<file path="config.mk">
export PLATFORM = sky130hd
export DESIGN_NAME = vx_commit_arb
export DESIGN_NICKNAME = d
export VERILOG_FILES = /design/src/rtl/vx_commit_arb.sv
export SDC_FILE = /design/constraint.sdc
export NUM_CORES = 1
export LEC_CHECK = 0
export ABC_AREA = 1
export CAP_MARGIN = 20
export CORE_AREA = 2 2 367 369
export CTS_CLUSTER_DIAMETER = 120
export DETAILED_ROUTE_END_ITERATION = 10
export DIE_AREA = 0 0 369 371
export PLACE_DENSITY = 0.37
export SETUP_SLACK_MARGIN = 0.2
export SLEW_MARGIN = 0
export SYNTH_ARGS = -nofsm -noshare
export SYNTH_HDL_FRONTEND = slang
export SYNTH_SLANG_ARGS = --single-unit
</file>
<file path="constraint.sdc">
create_clock -name clk -period 3.8 [get_ports clk]
set_input_delay 0.57 -clock clk [delete_from_list [all_inputs] [get_ports clk]]
set_output_delay 0.57 -clock clk [all_outputs]
set_load 0.02 [all_outputs]
</file>
<file path="src/rtl/vx_commit_arb.sv">
// Commit-side round-robin arbiter: picks one execute-unit result per cycle and
// registers it as the writeback stream. Optional perf counters under COMMIT_PERF_EN.
module vx_commit_arb #(
   parameter int NUM_SRCS    = 4,
   parameter int NUM_THREADS = 4,
   parameter int XLEN        = 32,
   parameter int NW_BITS     = 2,
   parameter int NR_BITS     = 6,
   parameter int UUID_W      = 44,
   parameter int DATAW       = UUID_W + NW_BITS + NUM_THREADS + NR_BITS + 1 + NUM_THREADS * XLEN + 1
) (
   input  logic                          clk,
   input  logic                          reset,
   input  logic [NUM_SRCS-1:0]           in_valid,
   output logic [NUM_SRCS-1:0]           in_ready,
   input  logic [NUM_SRCS*DATAW-1:0]     in_data,
   output logic                          out_valid,
   output logic [UUID_W-1:0]             out_uuid,
   output logic [NW_BITS-1:0]            out_wid,
   output logic [NUM_THREADS-1:0]        out_tmask,
   output logic [NR_BITS-1:0]            out_rd,
   output logic [NUM_THREADS*XLEN-1:0]   out_data,
   output logic                          out_eop
`ifdef COMMIT_PERF_EN
   ,
   output logic [63:0]                   perf_commits,
   output logic [63:0]                   perf_stalls
`endif
);

   localparam int PTR_W     = (NUM_SRCS > 1) ? $clog2(NUM_SRCS) : 1;
   localparam int DATA_LSB  = 1;
   localparam int WB_LSB    = DATA_LSB + NUM_THREADS * XLEN;
   localparam int RD_LSB    = WB_LSB + 1;
   localparam int TMASK_LSB = RD_LSB + NR_BITS;
   localparam int WID_LSB   = TMASK_LSB + NUM_THREADS;
   localparam int UUID_LSB  = WID_LSB + NW_BITS;

   // Handshake: a source's packet transfers in the cycle where in_valid[i] and
   // in_ready[i] are both high; the source must hold in_data until then.
   logic [PTR_W-1:0]    ptr_q, ptr_n;
   logic                locked_q, locked_n;
   logic [PTR_W-1:0]    lock_src_q, lock_src_n;
   logic [NUM_SRCS-1:0] grant;
   logic [PTR_W-1:0]    grant_idx;
   int                  scan_idx;
   logic                fire;
   logic [DATAW-1:0]    sel_pkt;
   logic                sel_eop;
   logic                sel_wb;

   // State register: round-robin pointer and packet lock.
   always_ff @(posedge clk or negedge reset) begin
      if (!reset) begin
         ptr_q      <= '0;
         locked_q   <= 1'b0;
         lock_src_q <= '0;
      end else begin
         ptr_q      <= ptr_n;
         locked_q   <= locked_n;
         lock_src_q <= lock_src_n;
      end
   end

   // Scan runs from the far end back to the pointer so the pointer index wins.
   always_comb begin
      grant     = '0;
      grant_idx = '0;
      scan_idx  = 0;
      if (locked_q) begin
         if (in_valid[lock_src_q]) begin
            grant[lock_src_q] = 1'b1;
            grant_idx         = lock_src_q;
         end
      end else begin
         for (int k = NUM_SRCS - 1; k >= 0; k--) begin
            scan_idx = (int'(ptr_q) + k) % NUM_SRCS;
            if (in_valid[scan_idx]) begin
               grant           = '0;
               grant[scan_idx] = 1'b1;
               grant_idx       = PTR_W'(scan_idx);
            end
         end
      end
   end

   assign in_ready = grant & {NUM_SRCS{reset}};
   assign fire     = |(in_valid & in_ready);
   assign sel_pkt  = in_data[grant_idx * DATAW +: DATAW];
   assign sel_eop  = sel_pkt[0];
   assign sel_wb   = sel_pkt[WB_LSB];

   // Next-state: eop releases the lock and advances the pointer past the winner.
   always_comb begin
      ptr_n      = ptr_q;
      locked_n   = locked_q;
      lock_src_n = lock_src_q;
      if (fire) begin
         if (sel_eop) begin
            locked_n = 1'b0;
            ptr_n    = (grant_idx == PTR_W'(NUM_SRCS - 1)) ? '0 : grant_idx + 1'b1;
         end else begin
            locked_n   = 1'b1;
            lock_src_n = grant_idx;
         end
      end
   end

   // Output stage: valid reloads every cycle, fields only on a fire.
   always_ff @(posedge clk or negedge reset) begin
      if (!reset) begin
         out_valid <= 1'b0;
         out_uuid  <= '0;
         out_wid   <= '0;
         out_tmask <= '0;
         out_rd    <= '0;
         out_data  <= '0;
         out_eop   <= 1'b0;
      end else begin
         out_valid <= fire & sel_wb;
         if (fire) begin
            out_uuid  <= sel_pkt[UUID_LSB +: UUID_W];
            out_wid   <= sel_pkt[WID_LSB +: NW_BITS];
            out_tmask <= sel_pkt[TMASK_LSB +: NUM_THREADS];
            out_rd    <= sel_pkt[RD_LSB +: NR_BITS];
            out_data  <= sel_pkt[DATA_LSB +: NUM_THREADS * XLEN];
            out_eop   <= sel_eop;
         end
      end
   end

`ifdef COMMIT_PERF_EN
   // Stalls count cycles with any waiting-but-ungranted source, not sources.
   always_ff @(posedge clk or negedge reset) begin
      if (!reset) begin
         perf_commits <= '0;
         perf_stalls  <= '0;
      end else begin
         if (fire && sel_eop) perf_commits <= perf_commits + 64'd1;
         if (|(in_valid & ~in_ready)) perf_stalls <= perf_stalls + 64'd1;
      end
   end
`endif

endmodule

</file>
==> flow_summary.json, run 1 <==
{
  "routed_via_density": 3.65,
  "synth_mux_area_share_pct": 0,
  "dieWidth_um": 369,
  "clk_pin_slew_ps": 70,
  "clock_sinks": 191,
  "synth_top_area_share_pct": 32.4,
  "max_slew_margin_pct": 40.8,
  "multi_input_area_mm2": 0.00825,
  "ff_latch_area_mm2": 0.00478,
  "tns_ps": 0,
  "syn_to_final_growth_pct": 83.5,
  "drc": 0,
  "final_nets": 3817,
  "synth_area_leaders": "dfrtp_1, nand2_1, o211ai_2",
  "grt-ovfl-total": 0,
  "ioPinCount": 940,
  "synth-compound-area-share_pct": 15.9,
  "rsz0062_at_grt": "no",
  "row_count": 134,
  "grt_usage_pct": 13.9,
  "yosys.area_share.simple_pct": 39.2,
  "fillCellCount": 15046,
  "wl_um": 98900,
  "yosys-top-cells-count": "nand2_1, nand3_1, inv_1",
  "avgRoutedWirePerCell_um": 20.4,
  "tightest_slew_ps": 888,
  "peakVddDrop_mv": 0.555,
  "drv_cap": 0,
  "synth_top_area_cell": "dfrtp_1",
  "cp.arrival_ps": 2800,
  "grt_max_degree": 92,
  "fin_hold_ws_ps": 115,
  "cts_tree": "done",
  "synth_area_per_cell_um2": 6.77,
  "yosysWarnings": 0,
  "synth-edff-count": 0,
  "cts_buffers": 17,
  "cts_setup_buffers": 0,
  "syn_inst": 2177,
  "yosys_most_used_dff": "dfrtp_1",
  "max_freq_ghz": 0.297,
  "die_y_um": 371,
  "dr.first_iter.drc_count": 884,
  "grt_first_pass_wirelength_um": 136000,
  "drive_above_1_share_pct": 10.1,
  "leakagePower_nw": 11.9,
  "hold_viol": 0,
  "min_period_ps": 3370,
  "clk_latency_ps": 540,
  "cts_buffer_depth": 2,
  "cts_resized": 0,
  "finalPower_mw": 26.6,
  "syn_area_mm2": 0.0147,
  "synth_xor_area_share_pct": 0.0594,
  "skew_ps": 17.8,
  "yosysMostFrequentCell": "nand2_1",
  "place_congestion": 0.842,
  "outcome": "finished clean",
  "critPathRequiredTime_ps": 3230,
  "cts_root_buffer": "clkbuf_16",
  "htree_levels": 4,
  "synth_fa_ha_area_share_pct": 0.679,
  "synth.distinct_cells": 26,
  "cts_hold_buf": 0,
  "critPathKind": "reg -> out",
  "synth_top_family_by_area": "simple AND/OR/NAND/NOR gates",
  "ys_ff_latch": 191,
  "coreArea_mm2": 0.133,
  "period_share_pct": 88.7,
  "crit_fanout": 8,
  "dieArea_mm2": 0.137,
  "powerDensity_mw_per_mm2": 984,
  "post-route-util_pct": 20.4,
  "post-dp-hpwl_um": 80600,
  "min_path_type": "in -> async",
  "syn_nets": 2935,
  "io_buffers": 939,
  "vias": 17683,
  "cp-start-kind": "flop",
  "crit_path_end_kind": "output pin",
  "slew_violations": 0,
  "async_flop_share_pct": 100,
  "antenna_found_initial": 11,
  "ant_nets": 0,
  "initial_core_util_pct": 11.1,
  "setup_viol": 0,
  "grt_pass1_vias": 18168,
  "synth.yosys.seq_area_share_pct": 32.4,
  "drt_pass1_iterations": 5
}
[routing by layer]
layer / vias to the layer above / track usage, % / wire length (um)
li1: 8777 / - / -
met1: 8292 / 16.5 / 41200
met2: 551 / 24.8 / 50400
met3: 55 / 3.51 / 5780
met4: 8 / 3.24 / 1390
met5: - / 0 / 57
[area by class of cell]
| class | count | share of cell area, % |
|---|---|---|
| clock buffer | 19 | 1.64 |
| clock inverter | 13 | 0.560 |
| tap | 1768 | 8.18 |
| sequential | 191 | 17.7 |
| timing repair buffer | 1029 | 38.4 |
| antenna | 5 | 0.0462 |
| multi-input combinational | 1611 | 30.5 |
| inverter | 209 | 2.98 |
[worst max-delay path: stages, from the launching register on]
cell	delay, ps
dfrtp_2	430
inv_4	70
ha_1	330
inv_1	100
nand3_1	100
nand2_1	160
nand3_1	90
nand2_1	70
nand2_1	40
nand2_1	100
nand2_1	60
nor2_1	100
clkdlybuf4s50_1	610
[cells by family (layout without fill, tap and decap cells)]
kind of cell | count (synthesis) | after routing
AO/OA/AOI/OAI | 206 | 206
XOR/XNOR | 1 | 1
adder cells (fa/ha/maj) | 8 | 8
buffers and inverters | 375 | 1270
other | 0 | 5
flip-flops | 191 | 191
AND/OR/NAND/NOR | 1396 | 1396
[sequential cells by signal, indices dropped and copies added, names as in the netlist]
register and cells:
ptr_q 2, out_eop 1, locked_q 1, out_uuid 44
out_valid 1, out_tmask 4, out_data 128, out_wid 2
out_rd 6, lock_src_q 2
[layout by cell type (no fill, tap or decap), types with 2 or more instances in the layout]
cell type / synthesis / final
inv_6: 0 / 4
bufinv_16: 0 / 2
dfrtp_1: 191 / 190
clkdlybuf4s50_1: 0 / 936
clkbuf_16: 0 / 17
nand2_2: 4 / 4
nand2_1: 975 / 975
o21ai_0: 4 / 4
buf_4: 6 / 65
inv_1: 202 / 201
inv_8: 0 / 3
ha_1: 8 / 8
clkinvlp_4: 0 / 3
o211ai_2: 170 / 170
inv_2: 6 / 4
nand3_1: 395 / 395
buf_12: 0 / 25
dlymetal6s2s_1: 0 / 2
clkinv_4: 0 / 3
nand4_1: 2 / 2
a21oi_1: 16 / 15
nor2_1: 15 / 15
diode_2: 0 / 5
o211ai_1: 14 / 14
[stage by stage]
step,std cells,setup WS [ps],area [um2]
floorplan,2177,1420,14700
detailed placement,4808,449,26400
finish,4845,428,27100
global placement,4808,419,26400
global route,4843,226,27100
CTS,4840,262,27000
[report_power, final]
part	internal, mW	total, mW	switching [mW]	leakage, nW
Combinational	7.53	20.7	13.2	9.25
Clock	0.996	2.00	1.01	0.283
Sequential	3.16	3.90	0.733	2.34
[path summary, 6_finish.rpt]
check,to,from,slack [ps],depth (start not counted)
hold reg to reg,out_eop,out_eop,470,2
max in group asynchronous,out_data[38],reset,2220,3
setup / recovery,in_ready[0],ptr_q[0],430,12
setup reg to reg,out_data[38],ptr_q[0],720,17
min in group clk,out_eop,out_eop,470,2
hold / removal,out_data[111],reset,120,2
(Power assumes the default switching activity.)
==> run 2: changes to the inputs <==
--- a/config.mk
+++ b/config.mk
@@ -12,7 +12,7 @@
 export DETAILED_ROUTE_END_ITERATION = 10
 export DIE_AREA = 0 0 369 371
 export PLACE_DENSITY = 0.37
-export SETUP_SLACK_MARGIN = 0.2
+export SETUP_SLACK_MARGIN = 0.5
 export SLEW_MARGIN = 0
 export SYNTH_ARGS = -nofsm -noshare
 export SYNTH_HDL_FRONTEND = slang
==> run 2 against run 1 <==
  * Sequential share of layout area is essentially flat
  * Global-route usage barely moved
  * Critical endpoint is now in_ready[1]
  * Worst setup slack improved by 260 ps
  * Die area unchanged
  * Largest power group unchanged
  * Routed wire length about the same
  * Combinational power about the same
==> flow_summary.json, run 2 (synthesis gave the netlist of run 1 again) <==
{
  "outcome": "finished clean",
  "critPathKind": "reg -> out",
  "rr_endpoint": "out_data[38]",
  "grt-ovfl-total": 0,
  "drc": 0,
  "syn_to_final_growth_pct": 83.4,
  "tns_ps": 0,
  "io_buffers": 939,
  "setup_viol": 0,
  "placed_cells": 4808,
  "place_congestion": 0.842,
  "vias": 17671,
  "final-instance-count-excl-fill": 4845,
  "post-dp-hpwl_um": 80600,
  "r2r_start": "ptr_q[0]",
  "die_y_um": 371,
  "coreArea_mm2": 0.133,
  "grtUsageMet1_pct": 16.5,
  "initial_core_util_pct": 11.1,
  "avgRoutedWirePerCell_um": 20.4,
  "cts_buffers": 17,
  "peakVddDrop_mv": 0.554,
  "max_freq_ghz": 0.321,
  "grt_busiest_layer": "met2",
  "swShare_pct": 56.1,
  "grt_first_pass_wirelength_um": 136000,
  "critPathRequiredTime_ps": 3230,
  "min_period_ps": 3110,
  "max_slew_margin_pct": 40.9,
  "largest_reg_flops": 128,
  "grt_usage_pct": 13.9,
  "drv_cap": 0,
  "cp.arrival_ps": 2540,
  "top_regs": "out_data (128), out_uuid (44), out_rd (6)",
  "ff2ff_path_depth": 17,
  "period_share_pct": 81.9,
  "routed_via_density": 3.65,
  "rsz0062_at_grt": "yes",
  "grt_max_degree": 92,
  "slew_violations": 0,
  "grt_pass1_vias": 18178,
  "hold_viol": 0,
  "drt_pass1_iterations": 5,
  "ioPinCount": 940,
  "clk_latency_ps": 540,
  "reg2reg_slack_ps": 710,
  "drive_above_1_share_pct": 10.1,
  "dieArea_mm2": 0.137,
  "fin_hold_ws_ps": 113,
  "cts_setup_buffers": 0,
  "cts_buffer_depth": 2,
  "crit_path_end_kind": "output pin",
  "clock_sinks": 191,
  "min_path_type": "in -> async",
  "clockPowerShare_pct": 7.5,
  "power.internal_mw": 11.7,
  "clk_pin_slew_ps": 70,
  "crit_fanout": 8,
  "powerDensity_mw_per_mm2": 984,
  "final_nets": 3817,
  "cp-start-kind": "flop",
  "met3_usage_pct": 3.51,
  "antenna_found_initial": 11,
  "power_frac_comb_pct": 77.8,
  "p_sw_mw": 14.9,
  "ant_nets": 0,
  "seqPwrFrac_pct": 14.7,
  "dr.first_iter.drc_count": 889,
  "layout_commonest_cell": "nand2_1",
  "finalPower_mw": 26.6,
  "dieWidth_um": 369,
  "largest_register": "out_data",
  "wl_um": 98800,
  "fillCellCount": 15048,
  "tightest_slew_ps": 887,
  "final_cell_mix": "nand2_1, clkdlybuf4s50_1, nand3_1, inv_1, dfrtp_1",
  "cts_tree": "done",
  "htree_levels": 4,
  "use_met2_pct": 24.9,
  "row_count": 134,
  "skew_ps": 17.9,
  "cts_root_buffer": "clkbuf_16",
  "leakagePower_nw": 11.8
}
[run 2: per-layer routing]
layer,up-vias,part of all wire [%]
met1,8282,42
met2,546,51
met5,-,0.058
li1,8780,-
met4,8,1.4
met3,55,6.0
[run 2: worst max path at each step]
stage,startpoint,end,slack (ps)
3_5_place_dp,in_valid[3],out_data[38],450
6_report,ptr_q[0],in_ready[1],690
3_3_place_gp,in_valid[3],out_data[38],420
5_1_grt,ptr_q[0],in_ready[1],490
2_1_floorplan,ptr_q[0],out_uuid[27],1420
4_1_cts,ptr_q[0],in_ready[1],600
[run 2: metrics by stage]
| step | utilization [%] | setup slack, ps | area [um2] |
|---|---|---|---|
| after global placement | 19.9 | 419 | 26400 |
| after floorplan | - | 1420 | 14700 |
| after detailed placement | 19.9 | 449 | 26400 |
| after CTS | 20.4 | 601 | 27000 |
| after global routing | 20.4 | 490 | 27000 |
| final | 20.4 | 687 | 27000 |
[run 2: final cells by class]
class	instances	area (um2)	share of cell area, %
antenna	5	12.5	0.0463
clock buffer	19	443	1.64
clock inverter	13	151	0.560
inverter	209	807	2.98
multi-input combinational	1611	8250	30.5
sequential	191	4780	17.7
tap	1768	2210	8.18
timing repair buffer	1029	10400	38.4
[run 2: power by group through the flow]
stage	Clock (mW)	Combinational, mW	Sequential [mW]
after global placement	0	21.3	3.93
final	2.00	20.7	3.90
after detailed placement	0	21.3	3.92
after floorplan	0	11.1	4.92
after CTS	2.12	21.3	3.91
after global routing	2.21	22.8	4.03
[run 2: critical path, cell delays in order (launching register included)]
cell	delay, ps
dfrtp_2	430
inv_4	70
ha_1	330
inv_1	100
nand3_1	100
nand2_1	160
nand3_1	90
nand2_1	70
nand2_1	40
nand2_1	120
nand2_1	70
nor2_1	100
clkdlybuf4s15_1	310
[run 2: timing repair]
action | in CTS | in global routing
endpoints found under the setup margin | 4 | 3
gates cloned | 0 | 0
gates resized for setup | 6 | 4
hold buffers | 0 | 0
pin swaps | 0 | 0
==> run 3: changes to the inputs <==
--- a/config.mk
+++ b/config.mk
@@ -7,11 +7,11 @@
 export LEC_CHECK = 0
 export ABC_AREA = 1
 export CAP_MARGIN = 20
-export CORE_AREA = 2 2 367 369
+export CORE_AREA = 2 2 369 371
 export CTS_CLUSTER_DIAMETER = 120
 export DETAILED_ROUTE_END_ITERATION = 10
-export DIE_AREA = 0 0 369 371
-export PLACE_DENSITY = 0.37
+export DIE_AREA = 0 0 371 373
+export PLACE_DENSITY = 0.38
 export SETUP_SLACK_MARGIN = 0.5
 export SLEW_MARGIN = 0
 export SYNTH_ARGS = -nofsm -noshare
==> constraint.sdc (replaced) <==
create_clock -name clk -period 2.8 [get_ports clk]
set_input_delay 0.42 -clock clk [delete_from_list [all_inputs] [get_ports clk]]
set_output_delay 0.42 -clock clk [all_outputs]
set_load 0.02 [all_outputs]
==> run 3 against run 2 <==
  * The run now ends with negative hold slack left
  * Largest power group unchanged
  * Total power grew 87%
  * Worst setup slack lost 550 ps
  * Critical endpoint is now out_tmask[3]
  * Die area grew 1.1%
  * Cell area grew 17%
  * Core utilization grew 3.1 points
  * Highest routed layer is now met4
  * Via count grew 7.9%
==> flow_summary.json, run 3 (synthesis gave the netlist of run 1 again) <==
{
  "rsz0062_at_grt": "yes",
  "largest_register": "out_data",
  "dieWidth_um": 371,
  "min_period_ps": 2660,
  "antenna_found_initial": 5,
  "clockPowerShare_pct": 5.8,
  "drc": 0,
  "cp.arrival_ps": 3080,
  "grt_usage_pct": 15.5,
  "hold_viol": 3,
  "place_congestion": 0.887,
  "dr.first_iter.drc_count": 1070,
  "layout_commonest_cell": "clkdlybuf4s50_1",
  "avgRoutedWirePerCell_um": 22.2,
  "cts_buffer_depth": 2,
  "cts_root_buffer": "clkbuf_16",
  "clock_sinks": 191,
  "max_freq_ghz": 0.376,
  "top_regs": "out_data (128), out_uuid (44), out_rd (6)",
  "crit_path_end_kind": "flop",
  "initial_core_util_pct": 11.0,
  "final_nets": 4057,
  "grt-ovfl-total": 0,
  "drv_cap": 0,
  "swShare_pct": 50.7,
  "routed_via_density": 3.74,
  "htree_levels": 4,
  "powerDensity_mw_per_mm2": 1570,
  "fin_hold_ws_ps": -2.56,
  "row_count": 135,
  "fillCellCount": 14905,
  "dieArea_mm2": 0.138,
  "finalPower_mw": 49.6,
  "tightest_slew_ps": 750,
  "preCtsSetupSlack_ps": -310,
  "period_share_pct": 95.1,
  "max_slew_margin_pct": 50.0,
  "critPathRequiredTime_ps": 3220,
  "post-dp-hpwl_um": 83100,
  "p_sw_mw": 25.2,
  "wl_um": 113000,
  "setup_viol": 0,
  "cts_tree": "done",
  "tns_ps": 0,
  "grt_first_pass_wirelength_um": 150000,
  "largest_reg_flops": 128,
  "vias": 19061,
  "crit_fanout": 6,
  "cp-start-kind": "flop",
  "syn_to_final_growth_pct": 114,
  "final_cell_mix": "clkdlybuf4s50_1, nand2_1, nand3_1, inv_1, dfrtp_1",
  "violations": "negative hold slack",
  "power.internal_mw": 24.5,
  "outcome": "finished, violations left",
  "placed_cells": 4965,
  "cts_buffers": 17,
  "leakagePower_nw": 14.0,
  "ant_nets": 0,
  "post-route-util_pct": 23.5,
  "drt_pass1_iterations": 5,
  "die_y_um": 373,
  "critPathKind": "reg -> reg",
  "grt_max_degree": 98,
  "peakVddDrop_mv": 0.777,
  "fin_ws_ps": 138,
  "min_path_type": "in -> async",
  "skew_ps": 19.9,
  "drive_above_1_share_pct": 22.3,
  "ioPinCount": 940,
  "slew_violations": 0,
  "power_frac_comb_pct": 83.6,
  "io_buffers": 939,
  "final-instance-count-excl-fill": 5096,
  "clk_pin_slew_ps": 80,
  "coreArea_mm2": 0.135,
  "clk_latency_ps": 540,
  "seqPwrFrac_pct": 10.6,
  "grt_pass1_vias": 19635
}
## run 3: power by group through the flow
stage                     clock network [mW]  logic (mW)  registers [mW]
final                                   2.87        41.5            5.28
after global routing                    3.12        44.6            5.47
after CTS                               3.05        38.9            5.34
after detailed placement                   0        32.0            5.34
after global placement                     0        32.1            5.34
after floorplan                            0        15.1            6.67
## run 3: what timing repair did
action	4_1_cts	5_1_grt
buffers inserted	41	14
gates cloned	29	10
endpoints found under the hold margin	7	0
resized for setup	174	251
setup endpoints to repair	203	200
hold buffers	2	0
pin swaps	22	70
## run 3: critical path: stages (launching register included)
cell and delay [ps]:
dfrtp_1 420, inv_4 60, ha_4 270, inv_4 80, nand3_4 90, nand2_8 120, inv_8 40, nor2_1 80
nor2_1 60, nand2_1 80, nand2_2 60, nand4_1 80, nand4_1 110, buf_6 150, buf_12 140, buf_4 140
buf_12 120, buf_16 140, buf_4 150, nand3_1 80, nand2_1 60
## run 3: cell type report
type	count	area [um2]	share of cell area (%)
Antenna cell	3	7.51	0.0238
Clock inverter	14	195	0.618
Inverter	209	856	2.71
Timing Repair Buffer	1269	13900	43.8
Sequential cell	191	4780	15.1
Multi-Input combinational cell	1611	9240	29.2
Tap cell	1781	2230	7.05
Clock buffer	18	439	1.39
## run 3: path summary, 6_finish.rpt
check	start	to	slack (ps)	cells after the start
setup / recovery	ptr_q[0]	out_tmask[3]	140	20
hold / removal	reset	out_data[4]	-3	2
setup reg to reg	ptr_q[0]	out_tmask[3]	140	20
hold reg to reg	out_data[70]	out_data[70]	480	2
max in group asynchronous	reset	out_rd[4]	1590	3
min in group clk	out_data[70]	out_data[70]	480	2
## run 3: stage by stage
step | area, um2 | hold WS, ps
after floorplan | 14800 | 124
after global placement | 27700 | 290
after detailed placement | 27700 | 289
after CTS | 30200 | 15.9
after global routing | 31600 | 36.1
final | 31600 | -2.56
## run 3: layer usage
metal  vias to the layer above  share of wire (%)  track usage [%]
met4                         0                2.1             3.72
li1                       9298                  -                -
met5                         -                  0                0
met1                      9088                 39             17.7
met2                       610                 53             29.1
met3                        65                5.4             3.18
